==> src/rtl/exec_writeback_stage.sv <==
// Execute/writeback boundary register placed after the ALU.
// Registers the ALU result for writeback and holds the architectural flags.
// A taken flush produces a one-cycle PC redirect and then discards
// FLUSH_DEPTH younger instructions. A halt request moves the stage into a
// sticky halted state.
// Optional feature: define EXEC_WB_RETIRE_CNT_EN to count retired instructions.
module exec_writeback_stage #(
  parameter int unsigned DATA_W      = 16,
  parameter int unsigned REG_ADDR_W  = 3,
  parameter int unsigned FLUSH_DEPTH = 2
) (
  input  logic                  clk,
  input  logic                  rst,
  input  logic                  stall,
  input  logic                  ex_valid,
  input  logic [DATA_W-1:0]     alu_out,
  input  logic                  alu_S,
  input  logic                  alu_Z,
  input  logic                  alu_C,
  input  logic                  alu_V,
  input  logic                  alu_HLT,
  input  logic                  alu_flush,
  input  logic [REG_ADDR_W-1:0] ex_rd,
  input  logic                  ex_reg_we,
  input  logic                  ex_flag_we,
  output logic                  flag_S,
  output logic                  flag_Z,
  output logic                  flag_C,
  output logic                  flag_V,
  output logic                  wb_valid,
  output logic [DATA_W-1:0]     wb_data,
  output logic [REG_ADDR_W-1:0] wb_rd,
  output logic                  wb_we,
  output logic                  pc_redirect,
  output logic [DATA_W-1:0]     pc_target,
  output logic                  squash,
  output logic                  halted,
  output logic [15:0]           retire_cnt
);

  typedef enum logic [1:0] {StRun, StSquash, StHalt} state_e;

  localparam logic [2:0] SquashInit = 3'(FLUSH_DEPTH);

  state_e                state_q, state_d;
  logic [2:0]            sq_cnt_q, sq_cnt_d;
  logic                  flag_s_q, flag_s_d;
  logic                  flag_z_q, flag_z_d;
  logic                  flag_c_q, flag_c_d;
  logic                  flag_v_q, flag_v_d;
  logic                  wb_valid_q, wb_valid_d;
  logic [DATA_W-1:0]     wb_data_q, wb_data_d;
  logic [REG_ADDR_W-1:0] wb_rd_q, wb_rd_d;
  logic                  wb_we_q, wb_we_d;
  logic                  redirect_q, redirect_d;
  logic [DATA_W-1:0]     target_q, target_d;

  // Next-state: acceptance, squash countdown, halt entry; stall freezes all but redirect.
  always_comb begin
    state_d    = state_q;
    sq_cnt_d   = sq_cnt_q;
    flag_s_d   = flag_s_q;
    flag_z_d   = flag_z_q;
    flag_c_d   = flag_c_q;
    flag_v_d   = flag_v_q;
    wb_valid_d = wb_valid_q;
    wb_data_d  = wb_data_q;
    wb_rd_d    = wb_rd_q;
    wb_we_d    = wb_we_q;
    redirect_d = 1'b0;
    target_d   = target_q;
    if (!stall) begin
      wb_valid_d = 1'b0;
      wb_we_d    = 1'b0;
      unique case (state_q)
        StRun: begin
          if (ex_valid) begin
            if (alu_HLT) begin
              // Halt wins over flush and suppresses writeback.
              state_d = StHalt;
            end else begin
              wb_valid_d = 1'b1;
              wb_data_d  = alu_out;
              wb_rd_d    = ex_rd;
              wb_we_d    = ex_reg_we;
              if (ex_flag_we) begin
                flag_s_d = alu_S;
                flag_z_d = alu_Z;
                flag_c_d = alu_C;
                flag_v_d = alu_V;
              end
              if (alu_flush) begin
                redirect_d = 1'b1;
                target_d   = alu_out;
                state_d    = StSquash;
                sq_cnt_d   = SquashInit;
              end
            end
          end
        end
        StSquash: begin
          // Only real instructions consume a squash slot; bubbles do not.
          if (ex_valid) begin
            sq_cnt_d = sq_cnt_q - 3'd1;
            if (sq_cnt_q == 3'd1) begin
              state_d = StRun;
            end
          end
        end
        StHalt: begin
          state_d = StHalt;
        end
        default: begin
          state_d = StRun;
        end
      endcase
    end
  end

  // State register with synchronous reset.
  always_ff @(posedge clk) begin
    if (rst) begin
      state_q    <= StRun;
      sq_cnt_q   <= '0;
      flag_s_q   <= 1'b0;
      flag_z_q   <= 1'b0;
      flag_c_q   <= 1'b0;
      flag_v_q   <= 1'b0;
      wb_valid_q <= 1'b0;
      wb_data_q  <= '0;
      wb_rd_q    <= '0;
      wb_we_q    <= 1'b0;
      redirect_q <= 1'b0;
      target_q   <= '0;
    end else begin
      state_q    <= state_d;
      sq_cnt_q   <= sq_cnt_d;
      flag_s_q   <= flag_s_d;
      flag_z_q   <= flag_z_d;
      flag_c_q   <= flag_c_d;
      flag_v_q   <= flag_v_d;
      wb_valid_q <= wb_valid_d;
      wb_data_q  <= wb_data_d;
      wb_rd_q    <= wb_rd_d;
      wb_we_q    <= wb_we_d;
      redirect_q <= redirect_d;
      target_q   <= target_d;
    end
  end

`ifdef EXEC_WB_RETIRE_CNT_EN
  logic [15:0] retire_q;
  logic        retire_inc;

  // Branches retire too; halts and squashed instructions never do.
  assign retire_inc = ex_valid & ~stall & (state_q == StRun) & ~alu_HLT;

  // Retired-instruction counter, wraps naturally at 16 bits.
  always_ff @(posedge clk) begin
    if (rst) begin
      retire_q <= '0;
    end else if (retire_inc) begin
      retire_q <= retire_q + 16'd1;
    end
  end

  assign retire_cnt = retire_q;
`else
  assign retire_cnt = '0;
`endif

  assign flag_S      = flag_s_q;
  assign flag_Z      = flag_z_q;
  assign flag_C      = flag_c_q;
  assign flag_V      = flag_v_q;
  assign wb_valid    = wb_valid_q;
  assign wb_data     = wb_data_q;
  assign wb_rd       = wb_rd_q;
  assign wb_we       = wb_we_q;
  assign pc_redirect = redirect_q;
  assign pc_target   = target_q;
  assign squash      = (state_q == StSquash);
  assign halted      = (state_q == StHalt);

endmodule

==> config.mk <==
export PLATFORM = sky130hd
export DESIGN_NAME = exec_writeback_stage
export DESIGN_NICKNAME = d
export VERILOG_FILES = /design/src/rtl/exec_writeback_stage.sv
export SDC_FILE = /design/constraint.sdc
export NUM_CORES = 1
export LEC_CHECK = 0
export ABC_AREA = 1
export BUFFER_PORTS_ARGS = -buffer_cell sky130_fd_sc_hd__buf_2
export CAP_MARGIN = 0
export CELL_PAD_IN_SITES_DETAIL_PLACEMENT = 1
export CELL_PAD_IN_SITES_GLOBAL_PLACEMENT = 1
export CORE_UTILIZATION = 35
export CTS_BUF_LIST = sky130_fd_sc_hd__clkbuf_8
export DETAILED_ROUTE_END_ITERATION = 16
export PLACE_DENSITY = 0.94
export SLEW_MARGIN = 20
export SYNTH_ARGS = -nofsm -noshare
export SYNTH_HDL_FRONTEND = slang
export SYNTH_SLANG_ARGS = --single-unit
==> constraint.sdc <==
create_clock -name clk -period 1.9 [get_ports clk]
set_clock_uncertainty 0.05 [all_clocks]
set_input_delay 0.285 -clock clk [delete_from_list [all_inputs] [get_ports clk]]
set_output_delay 0.285 -clock clk [all_outputs]
set_load 0.02 [all_outputs]
==> results_dict.tcl, run 1 <==
set metrics [dict create \
    maxCapViolCount 0 \
    cts_htree_levels 2 \
    hold_viol_final 0 \
    io_buffers 74 \
    timing.fmax_mhz 630 \
    clk_pin_slew_ns 0.08 \
    cts_tree "built" \
    syn_area_um2 1980 \
    start_util_pct 36.2 \
    synth_cell_types 19 \
    post-place-ws_ns 0.332 \
    layout_common_cells "nand2_1 (98), buf_2 (74), dfxtp_1 (47), a21oi_1 (25), nor2_1 (24)" \
    grt_max_degree 25 \
    routed_wl_um 5500 \
    numCtsBuffers 5 \
    num_vias 1940 \
    setup_viol 0 \
    finalPower_uw 1900 \
    required_ns 1.56 \
    fp.dieW_um 77.3 \
    grt_usage_pct 18.9 \
    arrival_ns 1.25 \
    p_leak_uw 0.00128 \
    antenna_found_initial 0 \
    fillers 772 \
    outcome "finished clean" \
    ctsResizeCount 0 \
    grt_pass1_vias 1954 \
    cts_root_buf "clkbuf_8" \
    drt_iter0_drc 80 \
    startpoint_type "flop" \
    yosysTopAreaCell "dfxtp_1" \
    critPathKind "reg -> out" \
    drc 0 \
    synth_seq_cells 47 \
    critPathMaxFanout 4 \
    rsz0062_at_grt "false" \
    die_h_um 77.3 \
    ys_warn_count 0 \
    min_path_type "in -> reg" \
    cts.sinks 47 \
    setup_tns_ns 0 \
    synth_cells 274 \
    grt_overflow_total 0 \
    antenna_cells 0 \
    maxSlewViolCount 0 \
    synth_top_area_share_pct 47.4 \
    fin_cells 422 \
    ios 91 \
    cts_hold_buf 0 \
    timing.final.ws_setup_ns 0.313 \
    finalCriticalPeriod_ns 1.59 \
    final_util_pct 44.7 \
    die_area_um2 5970 \
    ys_seq_area_share_pct 47.4 \
    endpoint_kind "output port" \
    ff_latch_area_um2 941 \
    ant_nets 0 \
    fin_nets 382 \
    avgSynthCellArea_um2 7.24 \
    synthTopCellsByArea "dfxtp_1 (47%), nand2_1 (19%), buf_4 (7.2%), a21oi_1 (6.3%), nor2_1 (4.5%)" \
    dpl.hpwl_um 4240 \
    drtPass1Iterations 5 \
    wire_per_inst_um 13.0 \
    grt_first_pass_wirelength_um 8930 \
    viasPerCell 4.60 \
    drive_above_1_share_pct 26.6 \
    clock_path_buffers 2 \
    syn_to_final_growth_pct 23.5 \
    place_congestion 0.840 \
    rows 27 \
    cts_setup_buffers 0 \
    powerDensity_nw_per_um2 775 \
    period_share_pct 83.5 \
    vdd_drop_max_mv 0.426 \
    coreArea_um2 5470 \
    clkLatencyLatePin_ns 0.29 \
    dp_cells 414 \
    multi_input_area_um2 838 \
    final_common_cell "nand2_1" \
]
-- Yosys cell counts --
cell      instances
buf_4            19
nand2_1          98
clkbuf_1          4
nor2_1           24
nand4_2           1
nor3_1            3
nor2_4            2
nand4_1           2
buf_2             4
ha_1              2
nand3_2           1
o21ai_1           1
inv_1            21
nand3_1          16
a21oi_1          25
conb_1            1
inv_2             1
nor2_2            2
dfxtp_1          47
-- power breakdown --
| group | internal, µW | leakage, µW | switching, µW |
|---|---|---|---|
| combinational | 88.9 | 0.000853 | 199 |
| sequential | 1020 | 0.000381 | 23.0 |
| clock | 248 | 0.0000505 | 320 |
| total | 1360 | 0.00128 | 543 |
-- flip-flops by register name, indices dropped and copies added, names as in the netlist --
signal	flops
flag_C	1
wb_data	16
state_q	2
pc_target	16
flag_S	1
flag_V	1
sq_cnt_q	3
wb_valid	1
wb_rd	3
flag_Z	1
wb_we	1
pc_redirect	1
-- cell families (layout without fill, tap and decap cells) --
| logic type | count (synthesis) | in the layout | share of synthesized area (%) |
|---|---|---|---|
| AO/OA/AOI/OAI | 26 | 26 | 6.56 |
| adder cells (fa/ha/maj) | 2 | 2 | 1.26 |
| buffers and inverters | 49 | 110 | 13.1 |
| flip-flops | 47 | 47 | 47.4 |
| other | 1 | 16 | 0.189 |
| AND/OR/NAND/NOR | 149 | 149 | 31.4 |
-- metrics by stage --
step / hold slack (ns) / cell area (µm²)
after floorplan: 0.338 / 2040
after global routing: 0.133 / 2450
after CTS: 0.133 / 2450
after global placement: 0.403 / 2370
final: 0.143 / 2450
after detailed placement: 0.408 / 2370
-- cell type report --
cell class	instances	share of cell area, %
Clock buffer	5	2.81
Clock inverter	3	0.511
Inverter	22	3.37
Multi-Input combinational cell	193	34.2
Sequential cell	47	38.4
Tap cell	72	3.68
Timing Repair Buffer	80	17.0
-- worst max-delay path: stages, from the launching register on --
cell,delay (ns)
dfxtp_1,0.42
inv_1,0.13
nor2_2,0.20
buf_2,0.21
-- path summary, 6_finish.rpt --
check | to | from | depth (start not counted) | slack [ns]
max | squash | state_q[0] | 3 | 0.31
min | pc_target[8] | alu_out[8] | 3 | 0.14
max reg2reg | wb_data[10] | state_q[1] | 5 | 0.39
min reg2reg | wb_data[12] | wb_data[12] | 2 | 0.42
-- routing by layer --
layer / share of wire (%) / up-vias / GRT usage, %
li1: - / 961 / -
met1: 43 / 916 / 21.6
met2: 49 / 56 / 33.3
met3: 7.1 / 7 / 6.43
met4: 1.0 / 0 / 5.09
met5: 0 / - / 0
Note: power is estimated with default switching activity, not from simulation.
==> run 2, diff against run 1 <==
CORE_UTILIZATION = 33   (was 35)
PLACE_DENSITY = 0.9   (was 0.94)
clock period = 1.6 ns   (was 1.9 ns; I/O delays follow)
==> run 2 against run 1 <==
Die area up 5.9%. Non-clock buffer count down 1. Highest routed layer unchanged. Largest power group unchanged. Critical endpoint is now halted. Largest cell class unchanged. Sequential share of layout area down 0.33 points.
==> results_dict.tcl, run 2 (synthesis results as in run 1) <==
set metrics [dict create \
    p_leak_uw 0.00128 \
    antenna_cells 0 \
    maxSlewViolCount 0 \
    grt_usage_pct 17.7 \
    crit_path_max_incr_delay_ns 0.51 \
    syn_to_final_growth_pct 24.5 \
    cp_cell_sequence "inv_1, nor2_1, buf_2" \
    powerDensity_nw_per_um2 942 \
    maxCapViolCount 0 \
    finalCriticalPeriod_ns 1.50 \
    ios 91 \
    cts_root_buf "clkbuf_8" \
    drc 0 \
    antenna_found_initial 0 \
    grt_overflow_total 0 \
    viasPerCell 4.59 \
    io_buffers 74 \
    die_area_um2 6320 \
    drive_above_1_share_pct 26.9 \
    post-place-ws_ns 0.203 \
    rows 27 \
    multi_input_area_um2 843 \
    num_vias 1931 \
    fin_nets 381 \
    min_path_type "in -> reg" \
    fillers 734 \
    routed_wl_um 5400 \
    wire_per_inst_um 12.8 \
    hold_slack_ns 0.0819 \
    clock_path_buffers 2 \
    start_util_pct 35.2 \
    place_congestion 0.740 \
    cts_htree_levels 2 \
    rsz0062_at_grt "false" \
    outcome "finished clean" \
    crit_slowest_cell "dfxtp_1" \
    vdd_drop_max_mv 0.385 \
    drt_iter0_drc 62 \
    ctsResizeCount 0 \
    arrival_ns 1.21 \
    cts_setup_buffers 0 \
    setup_viol 0 \
    cts_hold_buf 0 \
    required_ns 1.31 \
    numCtsBuffers 5 \
    setup_tns_ns 0 \
    die_h_um 79.5 \
    startpoint_type "flop" \
    ant_nets 0 \
    layout_common_cells "nand2_1 (98), buf_2 (74), dfxtp_1 (47), a21oi_1 (25), nor2_1 (24)" \
    critPathKind "reg -> out" \
    final_common_cell "nand2_1" \
    period_share_pct 94.0 \
    clkLatencyLatePin_ns 0.30 \
    timing.final.ws_setup_ns 0.0961 \
    timing.fmax_mhz 665 \
    endpoint_kind "output port" \
    critPathMaxFanout 6 \
    hold_viol_final 0 \
    dpl.hpwl_um 4070 \
    grt_max_degree 25 \
    fp.dieW_um 79.5 \
    grt_pass1_vias 1880 \
    clk_pin_slew_ns 0.10 \
    cp_top_family "flip-flops" \
    grt_first_pass_wirelength_um 8700 \
    path_buf_inv 2 \
    drtPass1Iterations 4 \
    ff_latch_area_um2 941 \
    cts_tree "built" \
    cts.sinks 47 \
    coreArea_um2 5640 \
]
-- run 2: layout make-up --
cell class | instances | share of cell area (%)
clock buffers | 5 | 2.79
clock inverters | 3 | 0.963
inverters | 22 | 3.34
multi-input cells | 193 | 34.1
flip-flops and latches | 47 | 38.1
well taps | 72 | 3.65
repair buffers | 79 | 17.0
-- run 2: worst paths after layout --
path	from	to	slack [ns]	depth (start not counted)
min reg2reg	sq_cnt_q[1]	sq_cnt_q[1]	0.42	2
max reg2reg	state_q[1]	flag_V	0.21	4
max	state_q[1]	halted	0.1	3
min	alu_out[8]	pc_target[8]	0.08	3
-- run 2: metal layers --
metal | vias up | global-route usage, % | wire [µm] | part of all wire, %
met3 | 6 | 4.23 | 319 | 5.9
met4 | 0 | 4.91 | 58 | 1.1
met1 | 903 | 21.1 | 2370 | 44
met5 | - | 0 | 0 | 0
met2 | 63 | 31.3 | 2660 | 49
li1 | 959 | - | - | -
-- run 2: worst reg2reg max path: cells and delay by family, from the launching register on --
kind / cells / cell delay, ns
simple gates: 4 / 0.85
flops: 1 / 0.41
-- run 2: power breakdown --
part | leakage, µW | internal, µW | total [µW] | switching (µW)
sequential | 0.000381 | 1210 | 1240 | 27.1
combinational | 0.000854 | 108 | 346 | 238
clock | 0.0000408 | 313 | 743 | 430
total | 0.00128 | 1630 | 2330 | 695
-- run 2: stage by stage --
stage / utilization, % / cell area (µm²) / std cells / power [µW]
after floorplan: - / 2040 / 289 / 1510
after global placement: 42.0 / 2370 / 413 / 1600
after detailed placement: 42.0 / 2370 / 413 / 1610
after CTS: 43.7 / 2460 / 421 / 2360
after global routing: 43.8 / 2470 / 421 / 2450
final: 43.8 / 2470 / 421 / 2330
==> run 3, diff against run 2 <==
BUFFER_PORTS_ARGS = -buffer_cell sky130_fd_sc_hd__buf_4   (was -buffer_cell sky130_fd_sc_hd__buf_2)
GPL_TIMING_DRIVEN = 0   (was default)
==> run 3 against run 2 <==
Cell count grew 4.8%. Wire length grew 0.67%. Setup slack gained 0.025 ns. Largest cell class unchanged. Global-route usage grew 0.67 points. Combinational power grew 20%. Utilization grew 5.3 points. Register-to-register slack lost 0.03 ns. Sequential power is essentially flat. Sequential share of layout area shrank 4.1 points. Clock power shrank 3.1%. Non-clock buffer count grew 21.
==> results_dict.tcl, run 3 (synthesis results as in run 1) <==
set metrics [dict create \
    critPathKind "reg -> out" \
    rows 27 \
    drive_above_1_share_pct 29.8 \
    coreArea_um2 5640 \
    drtPass1Iterations 4 \
    setup_viol 0 \
    powerDensity_nw_per_um2 857 \
    finalCriticalPeriod_ns 1.48 \
    cts.sinks 47 \
    viasPerCell 4.52 \
    clkLatencyLatePin_ns 0.29 \
    grt_overflow_total 0 \
    maxSlewViolCount 0 \
    layout_common_cells "nand2_1 (98), buf_4 (92), dfxtp_1 (47), a21oi_1 (25), nor2_1 (24)" \
    endpoint_kind "output port" \
    drt_iter0_drc 59 \
    crit_path_max_incr_delay_ns 0.43 \
    wire_per_inst_um 12.3 \
    cts_htree_levels 2 \
    startpoint_type "flop" \
    met3_length_um 383 \
    start_util_pct 35.2 \
    cp_top_family "flip-flops" \
    timing.fmax_mhz 676 \
    routed_wl_um 5440 \
    met2_length_um 2700 \
    final_common_cell "nand2_1" \
    grt_pass1_vias 1973 \
    grt_usage_pct 18.4 \
    cts_tree "built" \
    p_leak_uw 0.00139 \
    die_area_um2 6320 \
    dpl.hpwl_um 4210 \
    die_h_um 79.5 \
    grt_max_degree 14 \
    rsz0062_at_grt "false" \
    final_util_pct 49.1 \
    numCtsBuffers 5 \
    relSlewSlack_pct 64.1 \
    wl_met1_um 2300 \
    num_vias 1994 \
    period_share_pct 92.4 \
    arrival_ns 1.19 \
    clock_path_buffers 2 \
    fin_nets 402 \
    ant_nets 0 \
    clk_pin_slew_ns 0.08 \
    outcome "finished clean" \
    cts_root_buf "clkbuf_8" \
    setup_tns_ns 0 \
    maxUsedRoutingLayer "met4" \
    path_buf_inv 2 \
    cts_setup_buffers 0 \
    place_congestion 0.812 \
    syn_to_final_growth_pct 39.7 \
    fp.dieW_um 79.5 \
    vdd_drop_max_mv 0.479 \
    io_buffers 73 \
    min_path_type "in -> reg" \
    grt_first_pass_wirelength_um 9000 \
    cp_cell_sequence "inv_1, nor2_4, buf_4" \
    critPathMaxFanout 4 \
    tightest_slew_ns 0.539 \
    antenna_found_initial 0 \
    required_ns 1.31 \
    ios 91 \
    maxCapViolCount 0 \
    antenna_cells 0 \
    drc 0 \
    hold_viol_final 0 \
    crit_slowest_cell "dfxtp_1" \
]
run 3: cell count changes in the layout (fill, tap and decap cells not counted), sizes merged:
cell	change
clkinv	+1
inv	-1
clkbuf	+5
buf	+17
clkinvlp	-2
run 3: power by group:
part           internal [µW]  switching, µW
sequential              1210           28.3
combinational            172            244
clock                    340            380
run 3: final cells by class:
cell class | instances | area (µm²)
clock buffers | 6 | 82.6
multi-input cells | 193 | 843
well taps | 72 | 90.1
flip-flops and latches | 47 | 941
inverters | 22 | 82.6
repair buffers | 73 | 548
fillers | 736 | 2870
clock inverters | 1 | 5.00
plain buffers | 27 | 178
run 3: path summary, 6_finish.rpt:
| check | depth (start not counted) | endpoint | start | slack, ns |
|---|---|---|---|---|
| max | 3 | squash | state_q[0] | 0.12 |
| min | 3 | pc_target[8] | alu_out[8] | 0.09 |
| max reg2reg | 5 | flag_S | state_q[1] | 0.18 |
| min reg2reg | 2 | wb_we | wb_we | 0.42 |
run 3: metal layers:
metal / vias up / track usage, %
met5: - / 0
met4: 0 / 4.91
met3: 7 / 5.03
met2: 60 / 32.8
met1: 924 / 21.3
li1: 1003 / -
run 3: timing repair:
action | in CTS | in global routing
hold buffers | 0 | 0
gates resized for setup | 0 | 1
endpoints found under the setup margin | 0 | 1
run 3: through the flow:
stage,cells,hold slack (ns),power [µW],cell area [µm²],worst slack (ns)
after detailed placement,434,0.396,1680,2680,0.210
after global placement,434,0.389,1670,2680,0.255
final,441,0.0881,2370,2770,0.122
after CTS,441,0.0820,2400,2770,0.0683
after global routing,441,0.0892,2490,2770,0.0565
after floorplan,289,0.293,1510,2040,0.349
run 3: worst min-delay path: cells and delay by family:
family	cells	cell delay, ns
buffers and inverters	1	0.08
and+or+nand+nor	2	0.08
